### config.mk
export PLATFORM = sky130hd
export DESIGN_NAME = led_tff_sched
export DESIGN_NICKNAME = d
export VERILOG_FILES = /design/src/rtl/led_tff_sched_pkg.sv /design/src/rtl/led_tff_sched_tff_cell.sv /design/src/rtl/led_tff_sched.sv
export SDC_FILE = /design/constraint.sdc
export NUM_CORES = 1
export LEC_CHECK = 0
export ABC_AREA = 1
export CELL_PAD_IN_SITES_DETAIL_PLACEMENT = 1
export CELL_PAD_IN_SITES_GLOBAL_PLACEMENT = 2
export CORE_MARGIN = 4
export CORE_UTILIZATION = 34
export CTS_CLUSTER_SIZE = 14
export DETAILED_ROUTE_END_ITERATION = 8
export GPL_TIMING_DRIVEN = 0
export PLACE_DENSITY_LB_ADDON = 0.1
export SYNTH_ARGS = -nofsm -noshare
export SYNTH_HDL_FRONTEND = slang
export SYNTH_SLANG_ARGS = --single-unit
export TNS_END_PERCENT = 5
### constraint.sdc
create_clock -name clk -period 2.4 [get_ports clk]
set_clock_uncertainty 0.05 [all_clocks]
set_input_delay 0.48 -clock clk [delete_from_list [all_inputs] [get_ports clk]]
set_output_delay 0.48 -clock clk [all_outputs]
set_load 0.02 [all_outputs]
### src/rtl/led_tff_sched_pkg.sv
// Shared mode encodings and default sizing for the LED T flip-flop scheduler.
package led_tff_sched_pkg;

   typedef enum logic [1:0] {
      MODE_IDLE  = 2'd0,
      MODE_BLINK = 2'd1,
      MODE_CHASE = 2'd2,
      MODE_COUNT = 2'd3
   } mode_e;

   localparam int DEF_TICK_DIV = 12000000;
   localparam int DEF_NUM_LEDS = 5;

   function automatic mode_e next_mode(input mode_e m);
      mode_e n;
      case (m)
         MODE_IDLE:  n = MODE_BLINK;
         MODE_BLINK: n = MODE_CHASE;
         MODE_CHASE: n = MODE_COUNT;
         default:    n = MODE_IDLE;
      endcase
      return n;
   endfunction

endpackage

### src/rtl/led_tff_sched_tff_cell.sv
// Single T flip-flop: flips its output on every clock edge where t_i is high.
module tff_cell (
   input  logic clk,
   input  logic rst,
   input  logic t_i,
   output logic q_o
);

   logic q_q;

   always_ff @(posedge clk or negedge rst) begin
      if (!rst) begin
         q_q <= 1'b0;
      end else if (t_i) begin
         q_q <= ~q_q;
      end
   end

   assign q_o = q_q;

endmodule

### src/rtl/led_tff_sched.sv
// Pattern scheduler for a bank of LED T flip-flops; all LED changes, including
// clearing on a mode change, are expressed as toggles.
//
// state      | meaning
// MODE_IDLE  | prescaler held at 0, LEDs left off
// MODE_BLINK | every tick flips all LEDs
// MODE_CHASE | every tick moves a single lit LED one position up
// MODE_COUNT | every tick increments the LED word as a binary counter
module led_tff_sched
   import led_tff_sched_pkg::*;
#(
   parameter int TICK_DIV = DEF_TICK_DIV,
   parameter int NUM_LEDS = DEF_NUM_LEDS
) (
   input  logic                clk,
   input  logic                rst,
   input  logic                mode_btn,
   input  logic                run,
   output logic [NUM_LEDS-1:0] tog,
   output logic [NUM_LEDS-1:0] led,
   output logic [1:0]          mode
);

   localparam int CNT_W  = (TICK_DIV > 1) ? $clog2(TICK_DIV) : 1;
   localparam int STEP_W = (NUM_LEDS > 1) ? $clog2(NUM_LEDS) : 1;
   localparam logic [CNT_W-1:0]    CNT_MAX  = CNT_W'(TICK_DIV - 1);
   localparam logic [STEP_W-1:0]   STEP_MAX = STEP_W'(NUM_LEDS - 1);
   localparam logic [NUM_LEDS-1:0] LED_ONE  = NUM_LEDS'(1);

   logic                btn_s1_q;
   logic                btn_s2_q;
   logic                btn_prev_q;
   logic [1:0]          arm_q;
   mode_e               mode_q;
   logic [CNT_W-1:0]    cnt_q;
   logic [STEP_W-1:0]   step_q;
   logic                mode_adv;
   logic                tick;
   logic [NUM_LEDS-1:0] tog_c;
   logic [NUM_LEDS-1:0] led_bank;

   // The edge detector's history flop resets high and only starts following the
   // synchroniser once it carries real samples, so a button already held during
   // reset is not mistaken for a fresh press.
   always_ff @(posedge clk or negedge rst) begin
      if (!rst) begin
         btn_s1_q   <= 1'b0;
         btn_s2_q   <= 1'b0;
         btn_prev_q <= 1'b1;
         arm_q      <= 2'b00;
      end else begin
         btn_s1_q   <= mode_btn;
         btn_s2_q   <= btn_s1_q;
         arm_q      <= {arm_q[0], 1'b1};
         btn_prev_q <= arm_q[1] ? btn_s2_q : 1'b1;
      end
   end

   assign mode_adv = btn_s2_q & ~btn_prev_q;
   assign tick     = run && (mode_q != MODE_IDLE) && (cnt_q == CNT_MAX);

   // A mode change takes priority over a coincident tick: that tick is dropped.
   always_ff @(posedge clk or negedge rst) begin
      if (!rst) begin
         mode_q <= MODE_IDLE;
         cnt_q  <= '0;
         step_q <= '0;
      end else if (mode_adv) begin
         mode_q <= next_mode(mode_q);
         cnt_q  <= '0;
         step_q <= '0;
      end else if (mode_q == MODE_IDLE) begin
         cnt_q  <= '0;
         step_q <= '0;
      end else if (run) begin
         cnt_q <= tick ? '0 : cnt_q + 1'b1;
         if (tick && (mode_q == MODE_CHASE)) begin
            step_q <= (step_q == STEP_MAX) ? '0 : step_q + 1'b1;
         end
      end
   end

   always_comb begin
      tog_c = '0;
      if (mode_adv) begin
         tog_c = led_bank;
      end else if (tick) begin
         case (mode_q)
            MODE_BLINK: tog_c = '1;
            MODE_CHASE: tog_c = led_bank ^ (LED_ONE << step_q);
            MODE_COUNT: tog_c = led_bank ^ (led_bank + LED_ONE);
            default:    tog_c = '0;
         endcase
      end
   end

   for (genvar i = 0; i < NUM_LEDS; i++) begin : g_led
      tff_cell u_tff (
         .clk (clk),
         .rst (rst),
         .t_i (tog_c[i]),
         .q_o (led_bank[i])
      );
   end

   assign tog  = tog_c;
   assign led  = led_bank;
   assign mode = mode_q;

endmodule
======== After elaboration in Yosys (flattened, before gate mapping) ========
Index checks and enable logic that the tools add are counted.
storage, ports and cells
  logic and storage cells ................. 52
  register bits ........................... 39
cells by class
  eq/ne operators ......................... 5
  add/sub/neg operators ................... 3
  multiplexer cells ....................... 14
  bitwise operators ....................... 9
  reductions and logical operators ........ 8
  shift operators ......................... 1
operators with widths
  cell                   number
  $mux 24                4
  $add 24x1->24 const B  1
  $eq 24x24->1 const B   1
  $mux 3                 5
  $pmux 5 s3             1
  $mux 5                 2
  $xor 5x5->5            2
  $not 1->1              6
  $pmux 2 s3             1
  $reduce_bool 3->1      2
  $add 5x1->5 const B    1
  $shl 1x3->5 const A    1
  $eq 2x2->1 const B     2
  $add 3x1->3 const B    1
  $eq 3x3->1 const B     1
  $logic_and 1x1->1      3
  $eq 2x1->1 const B     1
  $logic_not 2->1        1
  $reduce_and 2->1       1
  $reduce_bool 2->1      1
  $and 1x1->1            1
  $mux 1                 1

======== Depth between registers and ports, before layout ========
  word-level depth ........................ 8
  mapped depth ............................ 12
  mapped depth without buffers ............ 12

======== Cells and area by module ========
From an unflattened synthesis, not the netlist that was laid out.
second synthesis, totals
  cells, all modules ...................... 341
  area, all modules ....................... 2418.6 sq um
modules (own cells, without submodules)
  module         times used  sequential area each (sq um)  cells each  area an instance (sq um)
  led_tff_sched  1           852.1                         311         2199.6
  tff_cell       5           25.0                          6           43.8

======== Least setup slack after synthesis ========
No wires, ideal clock.
  path kind ............................... reg-to-output
  from .................................... register mode_q[1], in the netlist mode[1]
  to ...................................... output port tog[1]
  data arrival time ....................... 1.804 ns
  buffers on the path ..................... 2
  path slack .............................. 0.066 ns
  cell stages (with the launch flop) ...... 12
  path through ............................ dfrtp_1 -> inv_1 -> ha_1 -> inv_1 -> nand2_1 -> nor2_1 -> nand3_1 -> nor2_4 -> buf_6 -> nand3_4 -> o21ai_1 -> buf_4
on the way
  longest elaborated chain between the ends .. 5
  elaborated cells between the ends (all ways) .. 9
  classes of those cells .................. 3 x eq/ne; 3 x mux; 3 x reduce/logical
RTL lines
  what                                                RTL line             text
  start: declaration                                  led_tff_sched.sv:34  mode_e mode_q;
  start signal: assignment                            led_tff_sched.sv:69  mode_q <= next_mode(mode_q);
  branches (longest 3 deep; another with $pmux 5 s3)  --
  $mux 5 *                                            led_tff_sched.sv:87  end else if (tick) begin
  $mux 5 *                                            led_tff_sched.sv:85  if (mode_adv) begin
  end: declaration                                    led_tff_sched.sv:19  output logic [NUM_LEDS-1:0] tog,
Mark *: on every way between the ends.

======== Final worst setup path ========
  from .................................... register step_q[0]
  to ...................................... output port tog[3]
on the way
  longest elaborated chain between the ends .. 5
RTL lines
  what                      RTL line             text
  start: declaration        led_tff_sched.sv:36  logic [STEP_W-1:0] step_q;
  start signal: assignment  led_tff_sched.sv:78  step_q <= (step_q == STEP_MAX) ? '0 : step_q + 1'b1;
  $shl 1x3->5               led_tff_sched.sv:90  MODE_CHASE: tog_c = led_bank ^ (LED_ONE << step_q);
  $xor 5x5->5               led_tff_sched.sv:90
  $pmux 5 s3                led_tff_sched.sv:88  case (mode_q)
  $mux 5                    led_tff_sched.sv:87
  $mux 5                    led_tff_sched.sv:85
No other way between the ends.

==> reports/summary.txt <==
Worst-path clk slew: 0.09 ns
GRT Residual Overflow: 0
Hold Buf Count CTS: 0
Clk pwr share: 26.9%
leading cell types by count after synthesis: 98 x nand2_1, 51 x nor2_1, 45 x inv_1
I/O Pins: 16
clk sinks: 39
Setup Crit Path Kind: flip-flop to output pin
Layout fillers: 959
number of buffers created by CTS: 5
n_diodes: 0
synthesized instance count: 357
vias in the first global route: 2596
Die Width: 95.05 um
initial antenna violation count: 0
async set-or-reset flop fraction in the synthesized netlist: 100.0%
Worst R2R Start: mode[1]
Reg power frac: 33.5%
CTS tree: built
net switching power: 780.4 uW
layout cells sized above 1: 24.88%
power density cells: 644.1 nW/um^2
cell area after synthesis: 2576 sq um
highest clock rate: 425.3 MHz
Iter 0 DRT Violations: 67
Sw Share: 36.03%
number of cell rows: 31
area of the multi-input gates: 1415 sq um
Yosys reg bits: 39
Hold Violations, Final: 0
fin crit share: 97.98%
gpl congestion: 0.7832
# nets final: 427
post-DR wirelength/cell: 14.50 um
Slew HR: 56.15%
Main synth FF type: dfrtp_1
RSZ-0062 raised after global routing: true
final WL: 7.440 mm
CP Capture Type: output pin
Crit-path slowest cell: dfrtp_2
cell family with most CP delay: flip-flops
peak supply drop: 275.7 uV
crit path DAT: 1.82 ns
Largest stage delay, worst path: 0.44 ns
I/O Buffers: 15
Distinct cells, synth: 31
leak pwr: 0.001567 uW
Hold Crit Class: input pin to async pin
MaxCap Viol Count: 0
Critical path origin: step_q[0]
Starting Density: 35.33%
top-area cell type share of the netlist area: 36.91%
largest net degree at the start of global routing: 28
Worst Path Max Fanout: 5
syn_nets: 371
crit path time final: 2.351 ns
r2r setup slk: 0.07 ns
Buf+Inv Stages, Crit Path: 3
first-pass GRT wire length: 12.65 mm
drt drc: 0
R2R cell count: 16
reg2reg end: g_led[4].u_tff.q_o
internal power: 1386 uW
Max Slew Vio Count: 0
clk root buf: clkbuf_8
latest clock arrival within the worst-skew pair: 0.29 ns
CTS Buffer Depth: 2
Synth area leader: dfrtp_1
design area: 3363 sq um
sequential element share of the synthesized area: 37.93%
synth warn: 0
Setup crit start kind: flip-flop
largest cells by area after synthesis: dfrtp_1 37%, nand2_1 14%, nor2_1 7.4%
chip height: 95.05 um
CTS H-tree lvls: 2
Slew @ Worst Pin: 0.6554 ns
register area: 979.7 sq um
DPL Wire Length: 5.326 mm
EDFF count, synth: 0
WP data required: 1.87 ns
Final setup viols: 0
Final ANT Viol Nets: 0
Syn-to-layout area delta: 30.55%
Die Area: 9034 sq um
most numerous cell in the Yosys netlist: nand2_1
worst-path cell chain: ha_1, ha_2, inv_1, nand2_1, nand3_1, nand3_2, nand4_1, o21ai_1, buf_4, buf_6
Via density: 4.817
dpl cell area: 2865 sq um
Total GRT Usage: 18.02%
Avg Cell Area, Syn: 7.216 sq um
Post-Layout Cell Count: 513
status: finished clean
vias post-DR: 2471
Comb pwr share: 39.5%
Core ar.: 7292 sq um
Pwr Total: 2166 uW
DP Cell Count: 472
router iterations before antenna repair: 4
-- metal layers --
metal	up-vias	part of all wire, %	track usage, %
li1	1232	-	-
met1	1213	46	22.72
met2	20	51	32.71
met3	6	1.8	2.605
met4	0	0.79	3.606
met5	-	0	0
-- worst max-delay path by stage --
stage | end | depth (start not counted)
floorplan | tog[1] | 11
global placement | tog[1] | 10
detailed placement | tog[1] | 12
CTS | tog[3] | 11
global route | tog[3] | 10
finish | tog[3] | 10
-- flip-flops by register name, indices dropped and copies added (netlist names) --
name             cells
mode                 2
arm_q                2
btn_s2_q             1
step_q               3
btn_s1_q             1
cnt_q               24
g_led.u_tff.q_o      5
btn_prev_q           1
-- cell usage in the layout, fill, tap and decap left out, types with 6 or more instances in the layout --
| cell | Yosys | layout |
|---|---|---|
| nand2_1 | 98 | 95 |
| nor2_1 | 51 | 50 |
| buf_4 | 10 | 41 |
| inv_1 | 45 | 39 |
| dfrtp_1 | 38 | 36 |
| nand3_1 | 26 | 23 |
| nand4_1 | 15 | 15 |
| a21oi_1 | 8 | 8 |
| clkdlybuf4s50_1 | 0 | 8 |
| nand3_2 | 4 | 7 |
| o21ai_1 | 4 | 7 |
| buf_6 | 2 | 7 |
| xor2_1 | 7 | 7 |
| nor3_1 | 6 | 6 |
-- cells by family after synthesis --
kind of cell               synth area share, %
AOI/OAI and AO/OA                        4.274
DFF                                      37.93
xor gates and xnor gates                 2.720
and+or+nand+nor                          39.24
other                                   0.1456
buffers and inverters                    10.83
adders and majority gates                4.857
-- repair_timing --
action,4_1_cts,5_1_grt
buffers inserted,32,5
hold endpoints to repair,0,0
setup endpoints to repair,5,7
pin swaps,12,5
gates resized for setup,52,15
-- power groups by stage --
stage | clock, uW | sequential (uW) | combinational, uW
detailed placement | 0 | 755 | 522
finish | 584 | 726 | 857
global placement | 0 | 752 | 508
CTS | 609 | 726 | 788
floorplan | 0 | 761 | 321
global route | 641 | 732 | 940
-- layout make-up --
cell class | instances | area share (%)
Multi-Input combinational cell | 258 | 42.08
Buffer | 9 | 2.269
Sequential cell | 39 | 29.13
Clock inverter | 3 | 1.414
Inverter | 47 | 5.469
Clock buffer | 5 | 2.046
Timing Repair Buffer | 53 | 13.91
Tap cell | 99 | 3.683
-- through the flow --
step	util, %	TNS, ns	setup slack [ns]	hold slack [ns]
final	46.12	0	0.04859	0.03896
after global placement	39.09	-17.09	-0.6530	0.2837
after detailed placement	39.29	-3.044	-0.6768	0.2926
after CTS	44.94	-0.02906	-0.01377	0.04456
after floorplan	-	0	0.06627	0.1344
after global routing	46.12	-0.4338	-0.1109	0.03875
(Power assumes the default switching activity.)
